`config.mk`:
```
export PLATFORM = sky130hd
export DESIGN_NAME = axi_arbiter_flat
export DESIGN_NICKNAME = d
export VERILOG_FILES = /design/src/rtl/axi_arbiter_if.sv /design/src/rtl/axi_arbiter.sv /design/src/flat_wrapper.sv
export SDC_FILE = /design/constraint.sdc
export NUM_CORES = 1
export LEC_CHECK = 0
export ABC_AREA = 1
export BUFFER_PORTS_ARGS = -buffer_cell sky130_fd_sc_hd__buf_4
export CORE_AREA = 2 2 115 117
export CTS_CLUSTER_DIAMETER = 80
export CTS_CLUSTER_SIZE = 30
export DETAILED_ROUTE_END_ITERATION = 6
export DIE_AREA = 0 0 117 119
export PLACE_DENSITY = 0.78
export REMOVE_ABC_BUFFERS = 1
export SLEW_MARGIN = 0
export SYNTH_ARGS = -nofsm -noshare
export SYNTH_HDL_FRONTEND = slang
export SYNTH_SLANG_ARGS = --single-unit
```
`constraint.sdc`:
```
create_clock -name clock -period 2.3 [get_ports clock]
set_input_delay 0.23 -clock clock [delete_from_list [all_inputs] [get_ports clock]]
set_output_delay 0.23 -clock clock [all_outputs]
set_load 0.01 [all_outputs]
```
`src/rtl/axi_arbiter_if.sv`:
```
// axi_arbiter_if: single-beat AXI4 master bus (AR/R/AW/W/B) between the arbiter and the system slave.
interface axi_arbiter_if;
    logic        awvalid, awready;
    logic [31:0] awaddr;
    logic [2:0]  awsize;
    logic        wvalid, wready;
    logic [31:0] wdata;
    logic [3:0]  wstrb;
    logic        bvalid, bready;
    logic [1:0]  bresp;
    logic        arvalid, arready;
    logic [31:0] araddr;
    logic [2:0]  arsize;
    logic        rvalid, rready;
    logic [31:0] rdata;
    logic [1:0]  rresp;
    modport master (
        output awvalid, awaddr, awsize, wvalid, wdata, wstrb, bready, arvalid, araddr, arsize, rready,
        input  awready, wready, bvalid, bresp, arready, rvalid, rdata, rresp
    );
    modport slave (
        input  awvalid, awaddr, awsize, wvalid, wdata, wstrb, bready, arvalid, araddr, arsize, rready,
        output awready, wready, bvalid, bresp, arready, rvalid, rdata, rresp
    );
endinterface

```
`src/rtl/axi_arbiter.sv`:
```
// axi_arbiter: shares one AXI4 master port between IFU fetch and LSU load/store, one single-beat transaction at a time.
// Define AXI_ARB_RR_EN for round-robin arbitration; otherwise fixed priority set by LSU_FIRST.
module axi_arbiter #(
    parameter bit LSU_FIRST = 1'b1
) (
    input  logic          clock,
    input  logic          reset_n,
    input  logic          ifu_req_valid,
    output logic          ifu_req_ready,
    input  logic [31:0]   ifu_addr,
    output logic          ifu_rsp_valid,
    input  logic          lsu_req_valid,
    output logic          lsu_req_ready,
    input  logic          lsu_wen,
    input  logic [31:0]   lsu_addr,
    input  logic [31:0]   lsu_wdata,
    input  logic [3:0]    lsu_wstrb,
    input  logic [2:0]    lsu_size,
    output logic          lsu_rsp_valid,
    output logic [31:0]   rsp_data,
    output logic          rsp_err,
    axi_arbiter_if.master io_master
);
    typedef enum logic [2:0] {IDLE, AR, R, WR, B} state_t;
    state_t      state_q, state_d;
    logic        owner_q, owner_d;
    logic [31:0] addr_q, addr_d, wdata_q, wdata_d, rsp_data_q, rsp_data_d;
    logic [3:0]  wstrb_q, wstrb_d;
    logic [2:0]  size_q, size_d;
    logic        aw_done_q, aw_done_d, w_done_q, w_done_d;
    logic        ifu_rsp_q, ifu_rsp_d, lsu_rsp_q, lsu_rsp_d, rsp_err_q, rsp_err_d;
    logic        lsu_win, accept, done;

`ifdef AXI_ARB_RR_EN
    logic last_q;
    always_ff @(posedge clock or negedge reset_n)
        if (!reset_n) last_q <= 1'b0;
        else if (accept) last_q <= lsu_win;
    assign lsu_win = lsu_req_valid & (~ifu_req_valid | ~last_q);
`else
    assign lsu_win = lsu_req_valid & (~ifu_req_valid | LSU_FIRST);
`endif

    // ready is gated by reset_n so it drops the moment reset asserts, not at the next edge
    assign accept        = reset_n & (state_q == IDLE) & (ifu_req_valid | lsu_req_valid);
    assign ifu_req_ready = accept & ~lsu_win;
    assign lsu_req_ready = accept & lsu_win;
    assign done          = ((state_q == R) & io_master.rvalid) | ((state_q == B) & io_master.bvalid);

    assign io_master.arvalid = state_q == AR;
    assign io_master.rready  = state_q == R;
    assign io_master.awvalid = (state_q == WR) & ~aw_done_q;
    assign io_master.wvalid  = (state_q == WR) & ~w_done_q;
    assign io_master.bready  = state_q == B;
    assign io_master.araddr  = addr_q;
    assign io_master.awaddr  = addr_q;
    assign io_master.arsize  = size_q;
    assign io_master.awsize  = size_q;
    assign io_master.wdata   = wdata_q;
    assign io_master.wstrb   = wstrb_q;
    assign ifu_rsp_valid     = ifu_rsp_q;
    assign lsu_rsp_valid     = lsu_rsp_q;
    assign rsp_data          = rsp_data_q;
    assign rsp_err           = rsp_err_q;

    always_comb begin
        owner_d    = accept ? lsu_win : owner_q;
        addr_d     = accept ? (lsu_win ? lsu_addr : ifu_addr) : addr_q;
        size_d     = accept ? (lsu_win ? lsu_size : 3'd2) : size_q;
        wdata_d    = accept & lsu_win ? lsu_wdata : wdata_q;
        wstrb_d    = accept & lsu_win ? lsu_wstrb : wstrb_q;
        aw_done_d  = ~accept & (aw_done_q | (io_master.awvalid & io_master.awready));
        w_done_d   = ~accept & (w_done_q | (io_master.wvalid & io_master.wready));
        ifu_rsp_d  = done & ~owner_q;
        lsu_rsp_d  = done & owner_q;
        rsp_data_d = done ? ((state_q == R) ? io_master.rdata : 32'd0) : rsp_data_q;
        rsp_err_d  = done ? (((state_q == R) ? io_master.rresp : io_master.bresp) != 2'b00) : rsp_err_q;
        state_d    = state_q;
        if (accept) state_d = (lsu_win & lsu_wen) ? WR : AR;
        if ((state_q == AR) & io_master.arready) state_d = R;
        if ((state_q == WR) & aw_done_d & w_done_d) state_d = B;
        if (done) state_d = IDLE;
    end

    always_ff @(posedge clock or negedge reset_n) begin
        if (!reset_n) begin
            state_q    <= IDLE;
            owner_q    <= 1'b0;
            addr_q     <= '0;
            wdata_q    <= '0;
            wstrb_q    <= '0;
            size_q     <= '0;
            aw_done_q  <= 1'b0;
            w_done_q   <= 1'b0;
            ifu_rsp_q  <= 1'b0;
            lsu_rsp_q  <= 1'b0;
            rsp_data_q <= '0;
            rsp_err_q  <= 1'b0;
        end else begin
            state_q    <= state_d;
            owner_q    <= owner_d;
            addr_q     <= addr_d;
            wdata_q    <= wdata_d;
            wstrb_q    <= wstrb_d;
            size_q     <= size_d;
            aw_done_q  <= aw_done_d;
            w_done_q   <= w_done_d;
            ifu_rsp_q  <= ifu_rsp_d;
            lsu_rsp_q  <= lsu_rsp_d;
            rsp_data_q <= rsp_data_d;
            rsp_err_q  <= rsp_err_d;
        end
    end
endmodule
```
`src/flat_wrapper.sv`:
```
// flat-port wrapper written by rule: the top's interface ports become plain ports
module axi_arbiter_flat 
#(
    parameter bit LSU_FIRST = 1'b1
)
  (clock, reset_n, ifu_req_valid, ifu_req_ready, ifu_addr, ifu_rsp_valid, lsu_req_valid, lsu_req_ready, lsu_wen, lsu_addr, lsu_wdata, lsu_wstrb, lsu_size, lsu_rsp_valid, rsp_data, rsp_err, io_master_awvalid, io_master_awaddr, io_master_awsize, io_master_wvalid, io_master_wdata, io_master_wstrb, io_master_bready, io_master_arvalid, io_master_araddr, io_master_arsize, io_master_rready, io_master_awready, io_master_wready, io_master_bvalid, io_master_bresp, io_master_arready, io_master_rvalid, io_master_rdata, io_master_rresp);
  axi_arbiter_if io_master_i ();
  input  logic clock;
  input  logic reset_n;
  input  logic ifu_req_valid;
  output logic ifu_req_ready;
  input  logic [31:0] ifu_addr;
  output logic ifu_rsp_valid;
  input  logic lsu_req_valid;
  output logic lsu_req_ready;
  input  logic lsu_wen;
  input  logic [31:0] lsu_addr;
  input  logic [31:0] lsu_wdata;
  input  logic [3:0] lsu_wstrb;
  input  logic [2:0] lsu_size;
  output logic lsu_rsp_valid;
  output logic [31:0] rsp_data;
  output logic rsp_err;
  output wire logic [$bits(io_master_i.awvalid)-1:0] io_master_awvalid;
  output wire logic [$bits(io_master_i.awaddr)-1:0] io_master_awaddr;
  output wire logic [$bits(io_master_i.awsize)-1:0] io_master_awsize;
  output wire logic [$bits(io_master_i.wvalid)-1:0] io_master_wvalid;
  output wire logic [$bits(io_master_i.wdata)-1:0] io_master_wdata;
  output wire logic [$bits(io_master_i.wstrb)-1:0] io_master_wstrb;
  output wire logic [$bits(io_master_i.bready)-1:0] io_master_bready;
  output wire logic [$bits(io_master_i.arvalid)-1:0] io_master_arvalid;
  output wire logic [$bits(io_master_i.araddr)-1:0] io_master_araddr;
  output wire logic [$bits(io_master_i.arsize)-1:0] io_master_arsize;
  output wire logic [$bits(io_master_i.rready)-1:0] io_master_rready;
  input wire logic [$bits(io_master_i.awready)-1:0] io_master_awready;
  input wire logic [$bits(io_master_i.wready)-1:0] io_master_wready;
  input wire logic [$bits(io_master_i.bvalid)-1:0] io_master_bvalid;
  input wire logic [$bits(io_master_i.bresp)-1:0] io_master_bresp;
  input wire logic [$bits(io_master_i.arready)-1:0] io_master_arready;
  input wire logic [$bits(io_master_i.rvalid)-1:0] io_master_rvalid;
  input wire logic [$bits(io_master_i.rdata)-1:0] io_master_rdata;
  input wire logic [$bits(io_master_i.rresp)-1:0] io_master_rresp;
  assign io_master_awvalid = io_master_i.awvalid;
  assign io_master_awaddr = io_master_i.awaddr;
  assign io_master_awsize = io_master_i.awsize;
  assign io_master_wvalid = io_master_i.wvalid;
  assign io_master_wdata = io_master_i.wdata;
  assign io_master_wstrb = io_master_i.wstrb;
  assign io_master_bready = io_master_i.bready;
  assign io_master_arvalid = io_master_i.arvalid;
  assign io_master_araddr = io_master_i.araddr;
  assign io_master_arsize = io_master_i.arsize;
  assign io_master_rready = io_master_i.rready;
  assign io_master_i.awready = io_master_awready;
  assign io_master_i.wready = io_master_wready;
  assign io_master_i.bvalid = io_master_bvalid;
  assign io_master_i.bresp = io_master_bresp;
  assign io_master_i.arready = io_master_arready;
  assign io_master_i.rvalid = io_master_rvalid;
  assign io_master_i.rdata = io_master_rdata;
  assign io_master_i.rresp = io_master_rresp;
  axi_arbiter #(.LSU_FIRST(LSU_FIRST)) u_core (.clock(clock), .reset_n(reset_n), .ifu_req_valid(ifu_req_valid), .ifu_req_ready(ifu_req_ready), .ifu_addr(ifu_addr), .ifu_rsp_valid(ifu_rsp_valid), .lsu_req_valid(lsu_req_valid), .lsu_req_ready(lsu_req_ready), .lsu_wen(lsu_wen), .lsu_addr(lsu_addr), .lsu_wdata(lsu_wdata), .lsu_wstrb(lsu_wstrb), .lsu_size(lsu_size), .lsu_rsp_valid(lsu_rsp_valid), .rsp_data(rsp_data), .rsp_err(rsp_err), .io_master(io_master_i));
endmodule
```
==> impl_metrics.csv <==
group,metric,value,unit
synthesis,syn_avg_cell_area,8.970,um2
timing,setup_violations,0,
clock_tree,clock_latency,340,ps
setup_path,crit_type,"reg -> out",
setup_path,r2r-end,"u_core.rsp_data[25]$_DFFE_PN0N_",
clock_tree,clockRootBuffer,"clkbuf_16",
clock_tree,post_cts_buffers,0,
layout,drive_gt1_share,41.33,%
grt,overflow,0,
clock_tree,cts-htree-levels,3,
route,vias,4535,
placed_design,dp_cells,956,
grt,grt_pass1_wl,21.88,mm
setup_path,rrSetupSlack,510,ps
synthesis,yosysUniqueCellTypes,24,
route,wirelength,14.00,mm
setup_path,cp-end-kind,"output pin",
synthesis,synth_top_area_share,58.18,%
clock_tree,postCtsHoldBufs,0,
clock_tree,clk_path_buf_depth,2,
setup_path,crit_path_start_kind,"flop",
floorplan,core_area,12870,um2
power,p_switching,0.003510,W
power,p_int,0.006012,W
floorplan,dieHeight,119,um
timing,worstMarginPinSlew,731.5,ps
route,vias_per_cell,4.666,
clock_tree,cts.sinks,112,
clock_tree,cts_tree,"done",
floorplan,dieArea,13920,um2
route,avgRoutedWirePerCell,14.40,um
timing,finalCriticalPeriod,2092,ps
timing,fin_skew,9.310,ps
layout,syn_to_final_growth,51.14,%
timing,whs,21.91,ps
floorplan,die-width,117,um
layout,diodes,0,
outcome,status,"completed",
power,seqPwrFrac,37.3,%
run,cap_violations,0,
setup_path,slowest_delay,490,ps
setup_path,worstPathArrival,1860,ps
setup_path,crit-reg2reg-launch,"u_core.state_q[0]$_DFFE_PN0P_",
route,ant_nets,0,
clock_tree,cts_made_buffers,9,
floorplan,num_io_pins,297,
layout,final_cells,972,
layout,n_fill_cell,1146,
placed_design,dp_hpwl,10.61,mm
grt,grt_usage,19.94,%
timing,max_freq,0.4780,GHz
setup_path,cp.required,2070,ps
hold_path,hp-class,"in -> async",
route,drt_iter0_markers,322,
setup_path,crit_chain,"inv_1 -> nand3_1 -> clkinv_1 -> buf_4",
floorplan,initial_core_util,37.41,%
power,powerDensity,1308,nW/um2
power,clock_power_share,18.2,%
clock_tree,cts-resized-gates,0,
timing,final_max_slew_viol_count,0,
power,power,0.009522,W
power,p_leak,4.104,nW
setup_path,slowest_stage,"clkinv_1",
grt,grt_max_degree,60,
grt,antenna_found_initial,0,
timing,min_period_over_period,90.97,%
clock_tree,clkSlewWorstSetupHoldPaths,80,ps
setup_path,reg2reg_depth,6,
synthesis,yosys_warnings,0,
timing,hold_viol_final,0,
synthesis,yosys.area.top_type,"dfrtp_1",
route,drc,0,
power,switching_share,36.86,%
power,peakVddDrop,0.5973,mV
timing,rsz0062_at_grt,"no",
synthesis,ys_seq_area_share,58.18,%
layout,num-nets-final,940,
synthesis,post_synth_inst_count,537,
power,power_frac_comb,44.5,%
synthesis,ys_top_cells_by_area,"dfrtp_1 (58%), nand2_1 (19%), buf_4 (5.5%), a22oi_1 (5.0%), nand3_1 (4.1%)",
timing,timing.slew.headroom,51.23,%
grt,grt_pass1_vias,4408,
route,firstDrtPassIters,4,
synthesis,syn_area,4817,um2
floorplan,rows,42,
synthesis,synth-seq-cells,112,
setup_path,cp_max_fo,21,
placed_design,gp_congestion,0.8103,
placed_design,numPortBuffers,296,
-- through the flow --
stage / setup WS [ps] / instance area (um2) / TNS (ps) / utilization (%)
finish: 207.8 / 7281 / 0 / 56.55
floorplan: -313.1 / 4408 / -8735 / -
global placement: 564.2 / 6943 / 0 / 53.93
global route: 49.91 / 7281 / 0 / 56.55
CTS: 187.1 / 7281 / 0 / 56.55
detailed placement: 516.8 / 6943 / 0 / 53.93
-- how the worst max path moves through the flow --
stage,from,end,slack [ps],cells after the start
final,u_core.state_q[0]$_DFFE_PN0P_,io_master_rready,210,4
after global routing,u_core.state_q[0]$_DFFE_PN0P_,io_master_rready,50,4
after CTS,u_core.state_q[0]$_DFFE_PN0P_,io_master_rready,190,4
after detailed placement,u_core.state_q[0]$_DFFE_PN0P_,u_core.rsp_data[0]$_DFFE_PN0N_,520,6
after global placement,u_core.state_q[0]$_DFFE_PN0P_,u_core.rsp_data[29]$_DFFE_PN0N_,560,6
after floorplan,u_core.state_q[1]$_DFFE_PN0P_,u_core.io_master.arsize[1]$_DFFE_PN0N_,-310,5
-- cell usage in the layout, fill, tap and decap left out --
cell type / n
bufinv_16: 2
a22oi_1: 32
buf_12: 2
nand4_1: 3
nor2_4: 2
nor2_2: 1
nand3_1: 39
nor2_1: 10
nor3_1: 2
o21ai_0: 3
o22a_1: 1
nand2_2: 1
a31oi_1: 1
clkinv_1: 1
clkinv_8: 1
a21o_1: 1
inv_6: 2
inv_2: 3
inv_1: 11
clkbuf_16: 9
nand3_4: 1
clkinvlp_4: 1
inv_8: 1
dfrtp_1: 112
buf_4: 303
a21oi_1: 4
a22o_1: 2
nand2_1: 245
-- power by group through the flow --
| stage | clock (W) | sequential, W | combinational, W |
|---|---|---|---|
| after floorplan | 0 | 0.00403 | 0.00122 |
| after global placement | 0 | 0.00355 | 0.00422 |
| after CTS | 0.00178 | 0.00355 | 0.00430 |
| final | 0.00173 | 0.00355 | 0.00424 |
| after detailed placement | 0 | 0.00356 | 0.00431 |
| after global routing | 0.00186 | 0.00366 | 0.00468 |
-- state kept, by name (all words and copies together) (netlist names) --
signal / cells
u_core.state_q: 3
u_core.rsp_err: 1
u_core.aw_done_q: 1
u_core.io_master.araddr: 32
u_core.w_done_q: 1
u_core.io_master.wstrb: 4
u_core.ifu_rsp_valid: 1
u_core.lsu_rsp_valid: 1
u_core.owner_q: 1
u_core.io_master.wdata: 32
u_core.io_master.arsize: 3
u_core.rsp_data: 32
-- final cells by class --
class	count	area, um2	area share (%)
Sequential cell	112	2803	38.49
Inverter	15	56.30	0.7733
Clock buffer	9	225.2	3.093
Clock inverter	7	112.6	1.547
Tap cell	176	220.2	3.025
Timing Repair Buffer	305	2315	31.79
Multi-Input combinational cell	348	1549	21.28
-- cell usage after synthesis, drive strengths merged --
master,number
buf,56
a22oi,32
clkbuf,6
a22o,2
nand3,40
a21oi,4
nor2,13
nand2,246
inv,14
nand4,3
dfrtp,112
nor3,2
clkinv,1
a21o,1
o22a,1
o21ai,3
a31oi,1
-- layer usage --
layer / track usage, % / up-vias / share of wire, %
met5: 0 / - / 0
met1: 24.01 / 2131 / 39
li1: - / 2185 / -
met4: 6.103 / 0 / 1.8
met3: 5.547 / 14 / 9.6
met2: 34.39 / 205 / 50
-- critical path, delay by kind of cell (launching register included) --
family                 cells  cell delay, ps
flip-flops                 1             440
buffers and inverters      3             980
AND/OR/NAND/NOR            1             110
-- cell families (layout without fill, tap and decap cells) --
| family | count (synthesis) | after routing | share of synthesized area (%) |
|---|---|---|---|
| and+or+nand+nor | 304 | 304 | 25.61 |
| DFF | 112 | 112 | 58.18 |
| buffers and inverters | 77 | 336 | 9.662 |
| AOI/OAI and AO/OA | 44 | 44 | 6.546 |
Power figures use the tool's default switching activity.
